## src/rtl/int_stim_gen.sv

```systemverilog
// rtl/int_stim_gen.sv - reset stretcher and scheduled interrupt stimulus generator
module int_stim_gen #(
    parameter int NCH        = 6,
    parameter int CNT_W      = 32,
    parameter int RST_CYCLES = 5,
    parameter int HOLD_MAX   = 0
) (
    input  logic             clk,
    input  logic             reset,
    input  logic [31:0]      pc,
    input  logic             pc_valid,
    input  logic [NCH-1:0]   irq_ack,
    input  logic             cfg_we,
    input  logic [2:0]       cfg_ch,
    input  logic [1:0]       cfg_mode,
    input  logic [CNT_W-1:0] cfg_val,
    output logic             cpu_reset,
    output logic [NCH-1:0]   hw_int,
    output logic [CNT_W-1:0] cycle_cnt,
    output logic [NCH-1:0]   overrun
);

    // Counter widths: the reset stretcher counts 0..RST_CYCLES-1, the hold
    // counter 0..HOLD_MAX-1 (kept at one bit when auto-clear is disabled).
    localparam int RW = (RST_CYCLES > 1) ? $clog2(RST_CYCLES) : 1;
    localparam int HW = (HOLD_MAX > 1) ? $clog2(HOLD_MAX + 1) : 1;

    localparam logic [1:0] MODE_OFF      = 2'd0;
    localparam logic [1:0] MODE_ONESHOT  = 2'd1;
    localparam logic [1:0] MODE_PERIODIC = 2'd2;
    localparam logic [1:0] MODE_PCMATCH  = 2'd3;

    typedef enum logic {
        G_HOLD,
        G_RUN
    } gstate_t;

    typedef enum logic [1:0] {
        CH_OFF,
        CH_ARMED,
        CH_ACTIVE
    } ch_state_t;

    gstate_t          gstate_q, gstate_d;
    logic [RW-1:0]    rst_cnt_q, rst_cnt_d;
    logic [CNT_W-1:0] cycle_q, cycle_d;
    logic             run;

    ch_state_t        ch_q    [NCH];
    ch_state_t        ch_d    [NCH];
    logic [1:0]       mode_q  [NCH];
    logic [1:0]       mode_d  [NCH];
    logic [CNT_W-1:0] val_q   [NCH];
    logic [CNT_W-1:0] val_d   [NCH];
    logic [CNT_W-1:0] nf_q    [NCH];
    logic [CNT_W-1:0] nf_d    [NCH];
    logic [HW-1:0]    hold_q  [NCH];
    logic [HW-1:0]    hold_d  [NCH];
    logic [NCH-1:0]   ovr_q, ovr_d;

    logic             cfg_legal;
    logic [NCH-1:0]   cfg_hit;
    logic [NCH-1:0]   trig;
    logic [NCH-1:0]   timeout;
    logic [NCH-1:0]   clr;

    assign run       = (gstate_q == G_RUN);
    assign cpu_reset = (gstate_q == G_HOLD);
    assign cycle_cnt = cycle_q;
    assign overrun   = ovr_q;
    assign cfg_legal = ({29'd0, cfg_ch} < 32'(NCH));

    // Global state register: reset stretcher and free-running cycle counter.
    always_ff @(posedge clk) begin
        if (reset) begin
            gstate_q  <= G_HOLD;
            rst_cnt_q <= '0;
            cycle_q   <= '0;
        end else begin
            gstate_q  <= gstate_d;
            rst_cnt_q <= rst_cnt_d;
            cycle_q   <= cycle_d;
        end
    end

    // Global next state: hold the CPU in reset for RST_CYCLES, then count cycles.
    always_comb begin
        gstate_d  = gstate_q;
        rst_cnt_d = rst_cnt_q;
        cycle_d   = cycle_q;
        case (gstate_q)
            G_HOLD: begin
                if (rst_cnt_q == RW'(RST_CYCLES - 1)) begin
                    gstate_d  = G_RUN;
                    rst_cnt_d = '0;
                end else begin
                    rst_cnt_d = rst_cnt_q + RW'(1);
                end
            end
            G_RUN: begin
                cycle_d = cycle_q + CNT_W'(1);
            end
            default: begin
                gstate_d = G_HOLD;
            end
        endcase
    end

    // Per-channel trigger, timeout and clear conditions for the current cycle.
    always_comb begin
        cfg_hit = '0;
        trig    = '0;
        timeout = '0;
        clr     = '0;
        for (int i = 0; i < NCH; i++) begin
            cfg_hit[i] = cfg_we && cfg_legal && (cfg_ch == 3'(i));
            if (run && (ch_q[i] != CH_OFF)) begin
                case (mode_q[i])
                    MODE_ONESHOT:  trig[i] = (cycle_q == val_q[i]);
                    MODE_PERIODIC: trig[i] = (cycle_q == nf_q[i]);
                    MODE_PCMATCH:  trig[i] = pc_valid && (pc == 32'(val_q[i]));
                    default:       trig[i] = 1'b0;
                endcase
            end
            timeout[i] = (HOLD_MAX > 0) && (hold_q[i] == HW'(HOLD_MAX - 1));
            clr[i]     = (ch_q[i] == CH_ACTIVE) && (irq_ack[i] || timeout[i]);
        end
    end

    // Channel state registers.
    always_ff @(posedge clk) begin
        if (reset) begin
            for (int i = 0; i < NCH; i++) begin
                ch_q[i]   <= CH_OFF;
                mode_q[i] <= MODE_OFF;
                val_q[i]  <= '0;
                nf_q[i]   <= '0;
                hold_q[i] <= '0;
            end
            ovr_q <= '0;
        end else begin
            for (int i = 0; i < NCH; i++) begin
                ch_q[i]   <= ch_d[i];
                mode_q[i] <= mode_d[i];
                val_q[i]  <= val_d[i];
                nf_q[i]   <= nf_d[i];
                hold_q[i] <= hold_d[i];
            end
            ovr_q <= ovr_d;
        end
    end

    // Channel next state: a config write wins over any trigger or clear that
    // cycle, so a freshly written schedule only compares from the next cycle.
    always_comb begin
        ovr_d = ovr_q;
        for (int i = 0; i < NCH; i++) begin
            ch_d[i]   = ch_q[i];
            mode_d[i] = mode_q[i];
            val_d[i]  = val_q[i];
            nf_d[i]   = nf_q[i];
            hold_d[i] = hold_q[i];
            if (cfg_hit[i]) begin
                mode_d[i] = cfg_mode;
                val_d[i]  = cfg_val;
                nf_d[i]   = cycle_q + cfg_val;
                hold_d[i] = '0;
                ovr_d[i]  = 1'b0;
                if ((cfg_mode == MODE_OFF) ||
                    ((cfg_mode == MODE_PERIODIC) && (cfg_val == '0))) begin
                    ch_d[i] = CH_OFF;
                end else begin
                    ch_d[i] = CH_ARMED;
                end
            end else begin
                // The periodic schedule advances on every hit, even while the
                // line is still high from the previous one.
                if ((mode_q[i] == MODE_PERIODIC) && trig[i]) begin
                    nf_d[i] = nf_q[i] + val_q[i];
                end
                case (ch_q[i])
                    CH_ARMED: begin
                        if (trig[i]) begin
                            ch_d[i]   = CH_ACTIVE;
                            hold_d[i] = '0;
                        end
                    end
                    CH_ACTIVE: begin
                        if (mode_q[i] == MODE_PERIODIC) begin
                            if (clr[i] && trig[i]) begin
                                // Cleared and re-fired at once: line stays up,
                                // fresh hold window, not an overrun.
                                hold_d[i] = '0;
                            end else if (clr[i]) begin
                                ch_d[i] = CH_ARMED;
                            end else begin
                                hold_d[i] = hold_q[i] + HW'(1);
                                if (trig[i]) begin
                                    ovr_d[i] = 1'b1;
                                end
                            end
                        end else if (clr[i]) begin
                            // One-shot and PC-match disarm after their single pulse.
                            ch_d[i] = CH_OFF;
                        end else begin
                            hold_d[i] = hold_q[i] + HW'(1);
                        end
                    end
                    default: begin
                    end
                endcase
            end
        end
    end

    // Interrupt lines come straight from the channel state flops.
    always_comb begin
        hw_int = '0;
        for (int i = 0; i < NCH; i++) begin
            hw_int[i] = (ch_q[i] == CH_ACTIVE);
        end
    end

endmodule
```

## config.mk

```make
export PLATFORM = sky130hd
export DESIGN_NAME = int_stim_gen
export DESIGN_NICKNAME = d
export VERILOG_FILES = /design/src/rtl/int_stim_gen.sv
export SDC_FILE = /design/constraint.sdc
export NUM_CORES = 2
export LEC_CHECK = 0
export BUFFER_PORTS_ARGS = -buffer_cell sky130_fd_sc_hd__buf_2
export CORE_AREA = 5 5 249 251
export DETAILED_ROUTE_END_ITERATION = 6
export DIE_AREA = 0 0 254 256
export PLACE_DENSITY = 0.77
export SLEW_MARGIN = 10
export SYNTH_ARGS = -nofsm -noshare
export SYNTH_HDL_FRONTEND = slang
export SYNTH_SLANG_ARGS = --single-unit
```

## constraint.sdc

```tcl
create_clock -name clk -period 6.7 [get_ports clk]
set_clock_uncertainty 0.2 [all_clocks]
set_input_delay 0.335 -clock clk [delete_from_list [all_inputs] [get_ports clk]]
set_output_delay 0.335 -clock clk [all_outputs]
set_load 0.1 [all_outputs]
```

# Yosys cells after proc, flatten, opt, wreduce, memory -nomap -nowiden
# Memories as Yosys holds them, arrays and structs flattened.
# Index checks and enable logic that the tools add are counted.
# totals
mem_count	4
rom_bits	0
regBits	42
ram_bits	408
input_bits	79
wordCells	284
latch_bits	0
output_inout_bits	45
# mem_list
name	depth	width	rd	rd_clocked_by_memory_dff	write_ports	line_no	text
nf_q	6	32	6	0	6	55	logic [CNT_W-1:0] nf_q [NCH];
val_q	6	32	6	0	6	53	logic [CNT_W-1:0] val_q [NCH];
ch_q	6	2	6	0	6	49	ch_state_t ch_q [NCH];
mode_q	6	2	6	0	6	51	logic [1:0] mode_q [NCH];
# classes
n_div	0
mul	0
bitwise_logic	37
addsub	9
n_lt_le_gt_ge	1
n_eq_ne	55
n_shift	0
n_mux	109
n_reduce_logical	60
# op_table
cell	count
$mux W32	30
$eq A32 B32 Y1	18
$add A32 B32 Y32	7
$mux W2	54
$eq A2 B2 Y1 const B	19
$logic_and A1 B1 Y1	38
$add A32 B1 Y32 const B	1
$logic_not A32 Y1	1
$reduce_and A5 Y1	6
$eq A2 B1 Y1 const B	12
$or A1 B1 Y1	24
$pmux W2 S2	6
$pmux W1 S3	6
$not A1 Y1	13
$mux W1	12
$reduce_bool A2 Y1	6
$reduce_or A2 Y1	6
$eq A3 B3 Y1 const B	3
$eq A3 B2 Y1 const B	2
$add A3 B1 Y3 const B	1
$eq A3 B1 Y1 const B	1
$logic_not A3 Y1	1
$lt A3 B3 Y1 const B	1
$mux W3	1
2 further kinds	2

# Logic depth before layout (Yosys ltp)
# An unclocked memory read counts as a cell.
# depth
ltp_word	11
depth_mapped	18
mapped_depth_nobuf	15

# Least setup slack after synthesis
# OpenSTA, ideal clock, no wires.
# synth_path
path_kind	register to register
start	register cycle_q[14] (netlist: cycle_cnt[14])
end	memory nf_q[3][31] (netlist: nf_q[0][127])
period_less_slack_ps	3902
setup_slack_ps	2798
path_buffers	1
stages_incl_launch_ff	15
t_arrival_ps	3610
cell_sequence	dfxtp_1 ha_1 buf_2 a21oi_2 o21ai_1 o21bai_1 a221oi_1 a31oi_1 o31a_1 o21ai_1 and2b_1 a31oi_1 xnor2_1 nor2_1 nor4_1
# synth_lines
element	line_no	text
start: declaration	46	logic [CNT_W-1:0] cycle_q, cycle_d;
start signal: assignment	82	cycle_q <= cycle_d;
end: declaration	55	

==> metrics.cfg <==
[run_status]
status = complete, but fails checks
violations = DRC

[clocking]
htree_levels = 2
cts_tree = done
path_clk_slew_ns = 0.06
numCtsBuffers = 53
ctsResizeCount = 0
clock_latency_ns = 0.67
cts-root-buf = clkbuf_16
clockBufferDepth = 3
cts.sinks = 450

[setup_path]
startpoint_type = flip-flop
crit_family = simple AND/OR/NAND/NOR gates
path_cells = inv_1 > ha_2 > mux2i_1 > xnor2_1 > nand3_1 > nor4_1 > o211ai_1 > or2_2 > nor3b_1 > nor2_1 > nor3_1 > dlygate4sd3_1
cp-end-kind = flip-flop
startpoint = mode_q[4][0]
slowest_stage = ha_2
slowest_delay_ns = 0.91
r2r-start = mode_q[4][0]
criticalPathCategory = reg2reg
required_ns = 7.08
cp.arrival_ns = 5.43
cp_max_fo = 42
crit_buf_inv = 2

[synth]
yosys-top-cells-area = dfxtp_1 25%, ha_1 9.1%, xnor2_1 8.0%
synth_warnings = 0
syn_area_per_cell_um2 = 7.77
synthFlopType = dfxtp_1
synth_nets = 4892
synthCells = 4550
synth_top_cell_area_share_pct = 25.5
ys_ff_latch = 450
yosysSeqAreaShare_pct = 25.5
syn_area_mm2 = 0.0354
async_reset_ff_share_pct = 0
synthDistinctLibCells = 88
synth_area_leader_cell = dfxtp_1
synth_edf_count = 0

[global_route]
grt-ovfl-total = 0
grt_pass1_vias = 32900
groute.usage.overall_pct = 44.5
grt_max_degree = 202
antenna_found_initial = 5
grt_pass1_wl_um = 217000

[placement]
gp_congestion = 1.12
portBuffers = 123
dp_hpwl_um = 102000

[power_and_ir_drop]
irDropWorstVdd_mv = 0.235
p_leak_nw = 15.8
p_per_area_mw_per_mm2 = 184
p_total_mw = 7.16

[die]
fp-row-count = 90
die_h_um = 256
dieArea_mm2 = 0.0650
start_util_pct = 59.3
core_mm2 = 0.0597
die_w_um = 254
io_pins = 124

[timing]
finalCritPeriodShare_pct = 75.3
tightestPinTransition_ns = 1.36
fmax_mhz = 198
setup_tns_ns = 0
final.min_clock_period_ns = 5.05
setup_viol = 0
drv_slew = 0
finalHoldViolations = 0
relSlewSlack_pct = 9.32
rsz0062_at_grt = false

[final_layout]
layout_common_cells = 542 x nand2_1, 522 x a21oi_1, 471 x nor2_1
final_common_cell = nand2_1
area_delta_synth_final_pct = 10.3
drive_above_1_share_pct = 7.81
finalNetCount = 4912

[drt]
vias_per_cell = 6.69
vias = 36100
totalWireLength_um = 152000
firstDrtPassIters = 7
drtIter0Drc = 5163
drc = 21
routedWlPerCell_um = 28.1
ant_nets = 0

[hold_path]
min_from = cfg_val[12]
hold_class = in2reg

[flow_run]
cap_violations = 0

[path summary, 6_finish.rpt]
kind	endpoint	slack (ns)	cells after the start
max	overrun[4]	1.65	12
min reg2reg	mode_q[2][0]	0.28	2
min	val_q[0][44]	0.08	3
max reg2reg	overrun[4]	1.65	12
[cells in the mapped netlist, drive strengths merged, types with 11 or more instances]
cell type  number
a21o          107
mux2i         254
nor4           76
xor2          253
dfxtp         450
and3           32
nand3          63
buf            67
clkbuf        202
nor3b          13
xnor2         324
inv           103
a21boi         11
ha            256
a31oi          21
nand2         548
o21bai         27
nor2b          37
nand4          66
a21oi         525
o21a           36
nand2b         31
a211oi        198
nor2          477
nor3           75
o21ai         119
o211ai         15
[cell families (layout without fill, tap and decap cells)]
group                      count (synthesis)  in the layout  synth area share, %
AOI/OAI and AO/OA                       1167           1167                 20.7
xor gates and xnor gates                 577            577                 14.3
adders and majority gates                263            263                 9.45
buffers and inverters                    372            434                 4.34
DFF                                      450            450                 25.5
muxes                                    255            255                 7.22
other                                      0              4                    0
and+or+nand+nor                         1466           1466                 18.5
[timing repair]
item,4_1_cts,5_1_grt
hold buffers,40,0
buffers inserted,0,0
endpoints found under the hold margin,215,0
[layout make-up]
cell class | count | area, µm²
multi-input cells | 3728 | 25100
fillers | 5194 | 20700
flip-flops and latches | 450 | 9010
repair buffers | 234 | 1580
clock buffers | 73 | 1530
well taps | 782 | 978
inverters | 103 | 387
clock inverters | 24 | 374
diodes | 4 | 10.0
[layer usage]
| metal | share of wire, % | up-vias | GRT usage [%] |
|---|---|---|---|
| li1 | - | 16100 | - |
| met1 | 35 | 16600 | 54.4 |
| met2 | 39 | 2535 | 60.7 |
| met3 | 15 | 801 | 18.0 |
| met4 | 11 | 6 | 36.0 |
| met5 | 0.12 | - | 1.05 |
[tightest hold or removal path: cells and delay by family]
kind	cells	cell delay [ns]
buffers and inverters	1	0.34
AO/OA/AOI/OAI	1	0.06
AND/OR/NAND/NOR	1	0.15
[per-stage QoR]
stage	util (%)	area (µm²)	hold slack, ns	cells	setup WS, ns
2_1_floorplan	-	35400	0.254	4550	2.80
6_report	65.4	39000	0.0801	5398	1.65
5_1_grt	65.4	39000	0.0562	5395	1.42
3_3_place_gp	61.5	36700	0.264	5257	1.94
3_5_place_dp	61.5	36700	0.276	5257	1.96
4_1_cts	65.3	39000	0.0300	5394	1.79
[flip-flops by register name (all words and copies together), names as in the netlist]
register	cells
nf_q	192
val_q	192
cycle_cnt	32
ch_q	12
mode_q	12
overrun	6
rst_cnt_q	3
gstate_q	1
[report_power, final]
group	leakage [nW]	switching (mW)	internal, mW
Clock	0.943	1.30	1.91
Combinational	11.2	0.759	0.338
Sequential	3.65	0.0969	2.75
Total	15.8	2.16	5.00
Note: power is estimated with default switching activity, not from simulation.
